File: src/rtl/nrzi_decode.sv
`default_nettype none
// ============================================================================
// Module   : nrzi_decode
// Purpose  : NRZI line decoder with bit-unstuffing and USB packet-field next-state logic.
// Revision : 1.0
// ============================================================================
module nrzi_decode (
  input  logic gclk,
  input  logic reset_l,
  input  logic start_rxd,
  input  logic tx_data_out,
  input  logic idle_or_sync,
  input  logic pid,
  input  logic dev_address,
  input  logic end_point_address,
  input  logic crc5,
  input  logic frame_number,
  input  logic data_crc_eop,
  input  logic eop,
  input  logic error,
  output logic rx_data_out,
  output logic rx_data_valid,
  output logic idle_or_sync_n,
  output logic pid_n,
  output logic dev_address_n,
  output logic end_point_address_n,
  output logic crc5_n,
  output logic frame_number_n,
  output logic data_crc_eop_n,
  output logic eop_n,
  output logic error_n
);

  localparam logic [8:0] ST_IDLE  = 9'b0_0000_0001;
  localparam logic [8:0] ST_PID   = 9'b0_0000_0010;
  localparam logic [8:0] ST_DEV   = 9'b0_0000_0100;
  localparam logic [8:0] ST_EP    = 9'b0_0000_1000;
  localparam logic [8:0] ST_CRC5  = 9'b0_0001_0000;
  localparam logic [8:0] ST_FRAME = 9'b0_0010_0000;
  localparam logic [8:0] ST_DATA  = 9'b0_0100_0000;
  localparam logic [8:0] ST_EOP   = 9'b0_1000_0000;
  localparam logic [8:0] ST_ERROR = 9'b1_0000_0000;

  localparam logic [3:0] PID_LAST   = 4'd7;
  localparam logic [3:0] DEV_LAST   = 4'd6;
  localparam logic [3:0] EP_LAST    = 4'd3;
  localparam logic [3:0] FRAME_LAST = 4'd10;
  localparam logic [3:0] CRC5_LAST  = 4'd4;

  logic       prev_line;
  logic       en_q;
  logic       prev_six;
  logic [2:0] ones_cnt;
  logic [7:0] zero_sr;
  logic [3:0] field_cnt;
  logic [6:0] pid_sr;

  logic       line_bit;
  logic       stuff_field;
  logic       stuffed;
  logic       violation;
  logic       seven_ones;
  logic       sync_seen;
  logic       pid_ok;
  logic [7:0] pid_full;
  logic [8:0] pid_target;
  logic [8:0] state_vec;
  logic [8:0] next_vec;

  assign line_bit  = (tx_data_out == prev_line);
  assign state_vec = {error, eop, data_crc_eop, frame_number, crc5,
                      end_point_address, dev_address, pid, idle_or_sync};

  assign stuff_field = pid | dev_address | end_point_address | crc5 |
                       frame_number | data_crc_eop;
  // prev_six: the bit now on rx_data_out follows exactly six consecutive 1s
  assign stuffed       = en_q & stuff_field & prev_six;
  assign rx_data_valid = en_q & ~(stuffed & ~rx_data_out);
  assign violation     = stuffed & rx_data_out;
  assign seven_ones    = prev_six & rx_data_out;
  assign sync_seen     = rx_data_out & (&zero_sr[7:1]);
  assign pid_full      = {rx_data_out, pid_sr};
  assign pid_ok        = (pid_full[7:4] == ~pid_full[3:0]);

  always_comb begin
    case (pid_full[3:0])
      4'b0001, 4'b1001, 4'b1101: pid_target = ST_DEV;
      4'b0101:                   pid_target = ST_FRAME;
      4'b0011, 4'b1011:          pid_target = ST_DATA;
      4'b0010, 4'b1010, 4'b1110: pid_target = ST_EOP;
      default:                   pid_target = ST_ERROR;
    endcase
  end

  always_comb begin
    next_vec = state_vec;
    if (reset_l || !start_rxd) begin
      next_vec = ST_IDLE;
    end else if (!$onehot(state_vec)) begin
      next_vec = ST_ERROR;
    end else if (rx_data_valid) begin
      if (violation) begin
        next_vec = data_crc_eop ? ST_IDLE : ST_ERROR;
      end else if (idle_or_sync) begin
        if (sync_seen) next_vec = ST_PID;
      end else if (pid) begin
        if (field_cnt == PID_LAST) next_vec = pid_ok ? pid_target : ST_ERROR;
      end else if (dev_address) begin
        if (field_cnt == DEV_LAST) next_vec = ST_EP;
      end else if (end_point_address) begin
        if (field_cnt == EP_LAST) next_vec = ST_CRC5;
      end else if (frame_number) begin
        if (field_cnt == FRAME_LAST) next_vec = ST_CRC5;
      end else if (crc5) begin
        if (field_cnt == CRC5_LAST) next_vec = ST_EOP;
      end else if (eop) begin
        if (!rx_data_out) next_vec = ST_ERROR;
        else if (seven_ones) next_vec = ST_IDLE;
      end else if (error) begin
        if (seven_ones) next_vec = ST_IDLE;
      end
    end
  end

  assign {error_n, eop_n, data_crc_eop_n, frame_number_n, crc5_n,
          end_point_address_n, dev_address_n, pid_n, idle_or_sync_n} = next_vec;

  always_ff @(posedge gclk) begin
    if (reset_l) begin
      prev_line   <= 1'b1;
      rx_data_out <= 1'b0;
      en_q        <= 1'b0;
      prev_six    <= 1'b0;
      ones_cnt    <= 3'd0;
      zero_sr     <= 8'd0;
      field_cnt   <= 4'd0;
      pid_sr      <= 7'd0;
    end else begin
      en_q <= start_rxd;
      if (start_rxd) begin
        rx_data_out <= line_bit;
        prev_line   <= tx_data_out;
        prev_six    <= (ones_cnt == 3'd6);
        zero_sr     <= {zero_sr[6:0], ~line_bit};
        if (!line_bit)              ones_cnt <= 3'd0;
        else if (ones_cnt != 3'd7)  ones_cnt <= ones_cnt + 3'd1;
      end
      if (next_vec != state_vec)  field_cnt <= 4'd0;
      else if (rx_data_valid)     field_cnt <= field_cnt + 4'd1;
      if (pid && rx_data_valid)   pid_sr <= {rx_data_out, pid_sr[6:1]};
    end
  end

endmodule
`default_nettype wire

File: config.mk
export PLATFORM = sky130hd
export DESIGN_NAME = nrzi_decode
export DESIGN_NICKNAME = d
export VERILOG_FILES = /design/src/rtl/nrzi_decode.sv
export SDC_FILE = /design/constraint.sdc
export NUM_CORES = 1
export LEC_CHECK = 0
export ABC_AREA = 1
export CORE_MARGIN = 4
export CORE_UTILIZATION = 35
export DETAILED_ROUTE_END_ITERATION = 10
export PLACE_DENSITY = 0.54
export SYNTH_ARGS = -nofsm -noshare
export SYNTH_HDL_FRONTEND = slang
export SYNTH_SLANG_ARGS = --single-unit
File: constraint.sdc
create_clock -name gclk -period 7.76 [get_ports gclk]
set_input_delay 1.552 -clock gclk [delete_from_list [all_inputs] [get_ports gclk]]
set_output_delay 1.552 -clock gclk [all_outputs]
set_load 0.02 [all_outputs]
# == Yosys cells after proc, flatten, opt, wreduce, memory -nomap -nowiden ==
# Memories as Yosys holds them, arrays and structs flattened. A register that Yosys moved wholly into a read port is not among the register bits.
# Cells that the tools add are included.
# totals
word_cells,80
rom_bits,80
memories,1
ff_bits,26
out_inout_bits,11
# memory_table
name,depth,width,rd,rd_clocked_by_memory_dff,write_ports,line,source
(name not given),16,5,1,1,0,86,case (pid_full[3:0])
# op_classes
n_reduce_logical,6
muxes,27
bitwise,16
n_addsub,10
eq_ne,12
# ops
cell,count
9-bit 2-to-1 mux,23
4-bit by 3-bit == test with 1-bit output (second input constant),3
9-bit inequality test,1
1-bit by 1-bit adder with 2-bit output,4
4-bit 2-to-1 mux,2
1-bit bitwise AND,7
7-bit AND reduction,1
2-bit by 2-bit adder with 3-bit output,2
3-bit 2-to-1 mux,2
1-bit OR,5
3-bit by 3-bit adder with 4-bit output,1
4-bit by 1-bit adder with 4-bit output,1
4-bit by 1-bit adder with 4-bit output (second input constant),1
4-bit by 1-bit == test with 1-bit output (second input constant),1
4-bit by 2-bit == test with 1-bit output (second input constant),1
4-bit == test,1
4-bit == test (second input constant),1
4-bit NOT,1
3-bit by 1-bit adder with 3-bit output (second input constant),1
3-bit == test (second input constant),1
3-bit inequality test (second input constant),1
1-bit NOT,3
2-bit by 1-bit inequality test with 1-bit output (second input constant),1
2-bit AND reduction,1
5 further kinds,5

# == Longest topological paths before layout ==
# Gate-level depths: netlist of the first run.
# logic_depth
word_depth,16
depth_mapped,25
ltp_nobuf,23

# == Worst setup path after synthesis of the first run ==
# No wires, ideal clock.
# synth_path
kind,input -> output
startpoint,input port pid
endpoint,output port eop_n
path_slack_ns,1.194
n_path_buf,2
arrival_ns,5.014
stages,17
t_required_ns,6.208
path_cell_list,buf_4 inv_1 buf_2 fa_1 fa_1 fa_1 inv_1 fa_1 inv_1 fa_1 inv_1 nand4_1 o21ai_0 nand3_1 nor2_4 inv_1 a21oi_1
# synth_via
elab_chain_cells,13
word_cells_on_any_way,22
classes_between,add/sub: 4; eq/ne: 1; mux: 6; bitwise: 11
# synth_rtl
element,line,source
"start, declared",13,"input logic pid,"
branches (longest 11 deep; another with 3-bit by 3-bit adder with 4-bit output),n/a,
9-bit 2-to-1 mux *,99,end else if (!$onehot(state_vec)) begin
9-bit 2-to-1 mux *,97,if (reset_l || !start_rxd) begin
"end, declared",30,"output logic eop_n,"
# Mark *: on every way between the ends.

# == Worst setup path after layout of the first run ==
# layout_path
startpoint,input port idle_or_sync
endpoint,output port frame_number_n
# layout_via
elab_chain_cells,7
word_cells_on_any_way,10
classes_between,add/sub: 4; eq/ne: 1; mux: 5
# layout_rtl
element,line,source
"start, declared",12,"input logic idle_or_sync,"
1-bit by 1-bit adder with 2-bit output (not written as such),99,
2-bit by 2-bit adder with 3-bit output (not written as such),99,
3-bit by 3-bit adder with 4-bit output (not written as such),99,
4-bit by 1-bit adder with 4-bit output (not written as such),99,
4-bit by 1-bit == test with 1-bit output,99,
9-bit 2-to-1 mux *,99,
9-bit 2-to-1 mux *,97,
"end, declared",28,"output logic frame_number_n,"
# Every way passes the cells marked *; elsewhere a longest branch is shown, timed or not.

==> results of run 1 <==
==> cell usage in the layout (no fill, tap or decap), types with 2 or more instances in the layout <==
master,count
a21oi_1,18
o211ai_1,3
ha_1,12
o21ai_1,5
nor2_4,4
dfxtp_1,31
o31ai_1,2
nor2_1,41
nand4_1,7
a21oi_2,2
nand2_2,3
clkbuf_8,7
o21ai_0,21
nand2_4,2
inv_2,8
nand3_1,38
nor3_1,4
nor3_4,3
clkdlybuf4s50_1,23
a21boi_0,3
fa_1,5
buf_4,9
nand3_2,5
inv_1,56
nand2_1,125
xor2_1,3
xnor2_1,2
==> registers in the layout (all words and copies together) (netlist names) <==
signal and flops:
rx_data_out 1, en_q 1, zero_sr 8, field_cnt 4, ones_cnt 3, prev_line 1
pid_sr 7, pid_target 5, prev_six 1
==> logic make-up (layout without fill, tap and decap cells) <==
group                    after synthesis  count (layout)  share of synthesized area (%)
XOR/XNOR                               5               5                           1.62
buffers and inverters                 76             107                           11.4
adder cells (fa/ha/maj)               17              17                           9.24
AND/OR/NAND/NOR                      240             240                           43.3
flip-flops                            31              31                           22.9
AO/OA/AOI/OAI                         56              56                           11.5
==> path summary, 6_finish.rpt <==
check             depth (start not counted)                   endpoint                startpoint  slack, ns
setup / recovery                         18             frame_number_n              idle_or_sync       0.29
hold / removal                            2     prev_line$_SDFFE_PP1P_    prev_line$_SDFFE_PP1P_       0.49
setup reg to reg                         18  field_cnt[3]$_SDFFE_PP0N_  rx_data_out$_SDFFE_PP0P_       5.39
hold reg to reg                           2     prev_line$_SDFFE_PP1P_    prev_line$_SDFFE_PP1P_       0.49
==> final cells by class <==
class	count	area [sq um]	share of cell area [%]
timing repair buffer	32	298	9.36
clock buffer	8	100	3.15
sequential	31	621	19.5
tap	99	124	3.89
multi-input combinational	318	1780	55.9
inverter	67	259	8.14
==> power by group through the flow <==
| stage | Sequential (W) | Clock (W) | Combinational (W) |
|---|---|---|---|
| 5_1_grt | 0.000175 | 0.000151 | 0.000148 |
| 3_3_place_gp | 0.000177 | 0 | 0.000131 |
| 4_1_cts | 0.000174 | 0.000143 | 0.000131 |
| 6_report | 0.000174 | 0.000138 | 0.000132 |
| 2_1_floorplan | 0.000175 | 0 | 0.0000920 |
| 3_5_place_dp | 0.000177 | 0 | 0.000130 |
==> metrics by stage <==
| stage | total power, W | setup slack, ns | area (sq um) | utilization (%) |
|---|---|---|---|---|
| 6_report | 0.000443 | 0.291 | 3180 | 43.2 |
| 4_1_cts | 0.000448 | 0.226 | 3170 | 43.0 |
| 3_5_place_dp | 0.000307 | 0.245 | 3070 | 41.6 |
| 2_1_floorplan | 0.000267 | 1.19 | 2710 | - |
| 5_1_grt | 0.000473 | 0.0360 | 3180 | 43.2 |
| 3_3_place_gp | 0.000308 | 0.353 | 3070 | 41.6 |
==> layer usage <==
layer	vias up	part of all wire, %	track usage (%)
met3	12	4.0	2.03
met5	-	0	0
met1	1193	48	22.1
met4	0	1.7	6.87
met2	66	46	26.9
li1	1412	-	-
==> critical path, delay by kind of cell <==
kind	cells	cell delay (ns)
buf+inv	8	1.56
compound gates	2	0.26
simple gates	3	0.54
fa+ha+maj	5	2.00
==> what timing repair did <==
item                       CTS  global route
setup buffers                0             2
gates resized for setup      0             0
setup endpoints to repair    0             1
==> impl_metrics.py, run 1 <==
metrics = {
    "global_routing": {
        "grt_use_total_pct": 16.6,
        "overflow": 0,
        "grt_pass1_vias": 2480,
        "antenna_found_initial": 0,
        "grt_pass1_wl_um": 11800,
        "grt_max_degree": 18,
    },
    "cts": {
        "cts_made_buffers": 5,
        "insertion_delay_ns": 0.28,
        "cts_hold_repair.buffers": 0,
        "clk_pin_slew_ns": 0.06,
        "tritoncts": "built",
        "cts_buffer_depth": 2,
        "h-tree-depth": 2,
        "cts.sinks": 31,
        "cts_root_buffer": "clkbuf_8",
    },
    "logic_synthesis": {
        "syn_nets": 455,
        "syn-cell-area_sq_mm": 0.00271,
        "synth_most_common_cell": "nand2_1",
        "avgSynthCellArea_sq_um": 6.37,
        "synth.distinct_cells": 42,
        "syn_inst": 425,
        "ys_seq_area_share_pct": 22.9,
        "async_flop_share_pct": 0,
        "synth.top_cells.by_area": "dfxtp_1, nand2_1, inv_1",
        "synth_enable_flop_cells": 0,
        "synth_common_cells": "nand2_1, inv_1, nor2_1",
        "synth_top_area_share_pct": 22.9,
        "synthFlopType": "dfxtp_1",
        "yosys_register_bits": 31,
        "yosysWarnings": 0,
        "yosysTopAreaCell": "dfxtp_1",
    },
    "placement": {
        "numPortBuffers": 23,
        "gp_congestion": 0.939,
        "hpwl_um": 5400,
        "dp.cells": 545,
    },
    "critical_path": {
        "cp_slowest_cell": "clkdlybuf4s50_1",
        "required_ns": 6.21,
        "crit_arrival_ns": 5.92,
        "start_kind": "input port",
        "crit_path_end_kind": "primary output",
        "path_cells": "clkdlybuf4s50_1 -> clkinv_1 -> fa_1 -> fa_1 -> fa_1 -> inv_1 -> fa_1 -> inv_1 -> fa_1 -> inv_1 -> o21ai_0 -> nand3_1 -> nor2_4 -> inv_1 -> a21oi_2 -> nand2_1 -> inv_1 -> clkdlybuf4s50_1",
        "worstPathMaxFanout": 7,
        "cpPeakStageDelay_ns": 0.59,
        "worstSetupPathType": "in2out",
    },
    "timing": {
        "finalMaxSlewViolations": 0,
        "holdWs_ns": 0.487,
        "hold_violations": 0,
        "fin_crit_ns": 7.47,
        "maxSlewHeadroom_pct": 52.3,
        "max_freq_ghz": 0.134,
        "finalSetupTns_ns": 0,
        "worstMarginPinSlew_ns": 0.714,
        "period_share_pct": 96.3,
        "grt_setup_unrepaired": "false",
        "clock_skew_ns": 0.00222,
        "setup_viol": 0,
    },
    "die": {
        "chipWidth_um": 96.0,
        "start_util_pct": 36.8,
        "die_area_sq_mm": 0.00921,
        "die_h_um": 96.0,
        "std_cell_rows": 31,
        "ios": 24,
        "core_area_sq_mm": 0.00737,
    },
    "routing": {
        "ant_nets": 0,
        "via_per_inst": 4.83,
        "vias": 2683,
        "postRouteWirelength_um": 7060,
        "drcViolationCount": 0,
        "first_iter_violations": 163,
        "firstDrtPassIters": 5,
        "avgRoutedWirePerCell_um": 12.7,
    },
    "final_layout": {
        "fin_cells": 555,
        "syn_to_final_growth_pct": 17.4,
        "diodes": 0,
        "nets": 485,
        "drive_gt1_share_pct": 11.4,
        "fillerInstances": 804,
    },
    "power_and_ir_drop": {
        "p_int_w": 0.000298,
        "combPwrFrac_pct": 29.7,
        "p_seq_share_pct": 39.1,
        "power_frac_clock_pct": 31.1,
        "swShare_pct": 32.8,
        "leakage_nw": 1.48,
        "net-switching-power_w": 0.000145,
        "p_per_area_mw_per_mm2": 139,
        "vdd_drop_max_mv": 0.122,
    },
    "status": {
        "status": "finished clean",
    },
    "worst_hold_path": {
        "hold_path.class": "reg2reg",
    },
    "run": {
        "maxCapViolCount": 0,
    },
}
(Power assumes the default switching activity.)
==> run 2, diff against run 1 <==
Settings changed: PLACE_DENSITY 0.54 to 0.56, SETUP_SLACK_MARGIN from default to 0.2.
Clock period 7.76 ns to 6.7 ns, I/O delays scaled along.
==> run 2 against run 1 <==
Compared with the run above:
- largest cell class unchanged
- via count grew 1.6%
- setup slack gained 0.37 ns
- sequential power rose by 16%
- critical endpoint is now idle_or_sync_n
- wire length rose by 2.3%
- global-route usage up 1.2 points
- clock-buffer cell count is 1 lower
- cell count increased by 1.4%
==> impl_metrics.py, run 2 (synthesis gave the netlist of run 1 again) <==
metrics = {
    "power_and_ir_drop": {
        "leakage_nw": 1.55,
        "vdd_drop_max_mv": 0.0825,
        "p_per_area_mw_per_mm2": 156,
    },
    "routing": {
        "firstDrtPassIters": 4,
        "via_per_inst": 4.84,
        "postRouteWirelength_um": 7220,
        "ant_nets": 0,
        "avgRoutedWirePerCell_um": 12.8,
        "vias": 2727,
        "first_iter_violations": 159,
        "drcViolationCount": 0,
    },
    "timing": {
        "grt_setup_unrepaired": "false",
        "fin_crit_ns": 6.04,
        "period_share_pct": 90.2,
        "finalMaxSlewViolations": 0,
        "setup_viol": 0,
        "max_freq_ghz": 0.166,
        "worstMarginPinSlew_ns": 0.439,
        "maxSlewHeadroom_pct": 70.6,
        "clock_skew_ns": 0.00368,
        "hold_violations": 0,
    },
    "critical_path": {
        "crit_path_end_kind": "primary output",
        "worstSetupPathType": "in2out",
        "worstPathMaxFanout": 2,
        "required_ns": 5.36,
        "crit_arrival_ns": 4.70,
        "r2r_cells": 18,
        "r2r_setup_slack_ns": 4.22,
        "start_kind": "input port",
        "reg2reg_to": "field_cnt[1]$_SDFFE_PP0N_",
        "r2r_start": "rx_data_out$_SDFFE_PP0P_",
    },
    "global_routing": {
        "grt_pass1_vias": 2676,
        "grt_use_total_pct": 17.7,
        "overflow": 0,
        "antenna_found_initial": 0,
        "grt_max_degree": 18,
        "grt_pass1_wl_um": 12500,
    },
    "final_layout": {
        "fillerInstances": 809,
        "largest_register_ffs": 8,
        "syn_to_final_growth_pct": 18.7,
        "fin_cells": 563,
        "final_common_cell": "nand2_1",
        "drive_gt1_share_pct": 15.7,
        "final_core_util_pct": 43.6,
        "mostFrequentLayoutCells": "nand2_1, inv_1, nor2_1",
        "ff_latch_area_sq_um": 621,
        "multi_input_area_sq_mm": 0.00179,
        "diodes": 0,
        "nets": 493,
        "largest-register": "zero_sr",
    },
    "cts": {
        "cts_root_buffer": "clkbuf_8",
        "cts.sinks": 31,
        "clk_pin_slew_ns": 0.06,
        "h-tree-depth": 2,
        "tritoncts": "built",
        "cts_buffer_depth": 2,
        "cts_made_buffers": 5,
        "cts_hold_repair.buffers": 0,
        "insertion_delay_ns": 0.29,
        "post_cts_buffers": 0,
    },
    "placement": {
        "hpwl_um": 5610,
        "dp.cells": 555,
        "gp_congestion": 0.854,
        "numPortBuffers": 23,
    },
    "die": {
        "chipWidth_um": 96.0,
        "die_h_um": 96.0,
        "ios": 24,
        "die_area_sq_mm": 0.00921,
        "core_area_sq_mm": 0.00737,
        "start_util_pct": 36.8,
        "std_cell_rows": 31,
    },
    "worst_hold_path": {
        "hold_path.class": "reg2reg",
        "whs_endpoint": "prev_line$_SDFFE_PP1P_",
        "holdPathStages": 2,
        "hp-start": "prev_line$_SDFFE_PP1P_",
    },
    "run": {
        "maxCapViolCount": 0,
    },
    "status": {
        "status": "finished clean",
    },
}
-- run 2: report_power, final --
part	switching (W)	internal, W	total [W]
Clock	0.0000690	0.0000727	0.000142
Combinational	0.0000981	0.0000623	0.000160
Sequential	0.00000694	0.000194	0.000201
-- run 2: layout make-up --
class	count	share of cell area [%]
timing repair buffer	40	10.7
clock inverter	1	0.156
inverter	67	8.09
tap	99	3.85
multi-input combinational	318	55.5
clock buffer	7	2.37
sequential	31	19.3
-- run 2: metrics by stage --
stage | instance area, sq um | setup slack [ns] | hold slack (ns) | TNS (ns) | power, W
after detailed placement | 3140 | -0.219 | 0.465 | -1.53 | 0.000365
after global placement | 3140 | -0.162 | 0.460 | -1.06 | 0.000364
after global routing | 3220 | 0.484 | 0.512 | 0 | 0.000544
final | 3220 | 0.659 | 0.479 | 0 | 0.000503
after floorplan | 2710 | 0.558 | 0.450 | 0 | 0.000309
after CTS | 3190 | 0.210 | 0.482 | 0 | 0.000507
-- run 2: routing by layer --
layer / up-vias / track usage (%) / part of all wire (%)
met3: 20 / 4.22 / 5.6
li1: 1421 / - / -
met5: - / 0 / 0
met1: 1225 / 22.0 / 46
met4: 0 / 8.89 / 3.7
met2: 61 / 28.6 / 45
-- run 2: repair_timing --
action,4_1_cts,5_1_grt
endpoints found under the hold margin,0,0
endpoints found under the setup margin,9,9
gates resized for setup,39,10
pin swaps,2,4
-- run 2: how the worst max path moves through the flow --
| stage | end | cells past startpoint | slack, ns | start |
|---|---|---|---|---|
| global placement | frame_number_n | 18 | -0.16 | idle_or_sync |
| floorplan | eop_n | 17 | 0.56 | pid |
| global route | data_crc_eop_n | 18 | 0.48 | pid |
| CTS | data_crc_eop_n | 17 | 0.21 | idle_or_sync |
| finish | idle_or_sync_n | 18 | 0.66 | pid |
| detailed placement | frame_number_n | 18 | -0.22 | idle_or_sync |
-- run 2: worst max-delay path: stages --
cell	delay [ns]
dlymetal6s2s_1	0.12
inv_2	0.07
fa_1	0.55
fa_1	0.42
fa_1	0.43
inv_1	0.08
fa_2	0.20
inv_1	0.05
fa_1	0.36
inv_1	0.07
nand4_1	0.08
o21ai_0	0.08
nand3_1	0.16
buf_4	0.18
inv_1	0.07
nand3_2	0.09
nand2_1	0.08
clkdlybuf4s15_2	0.26
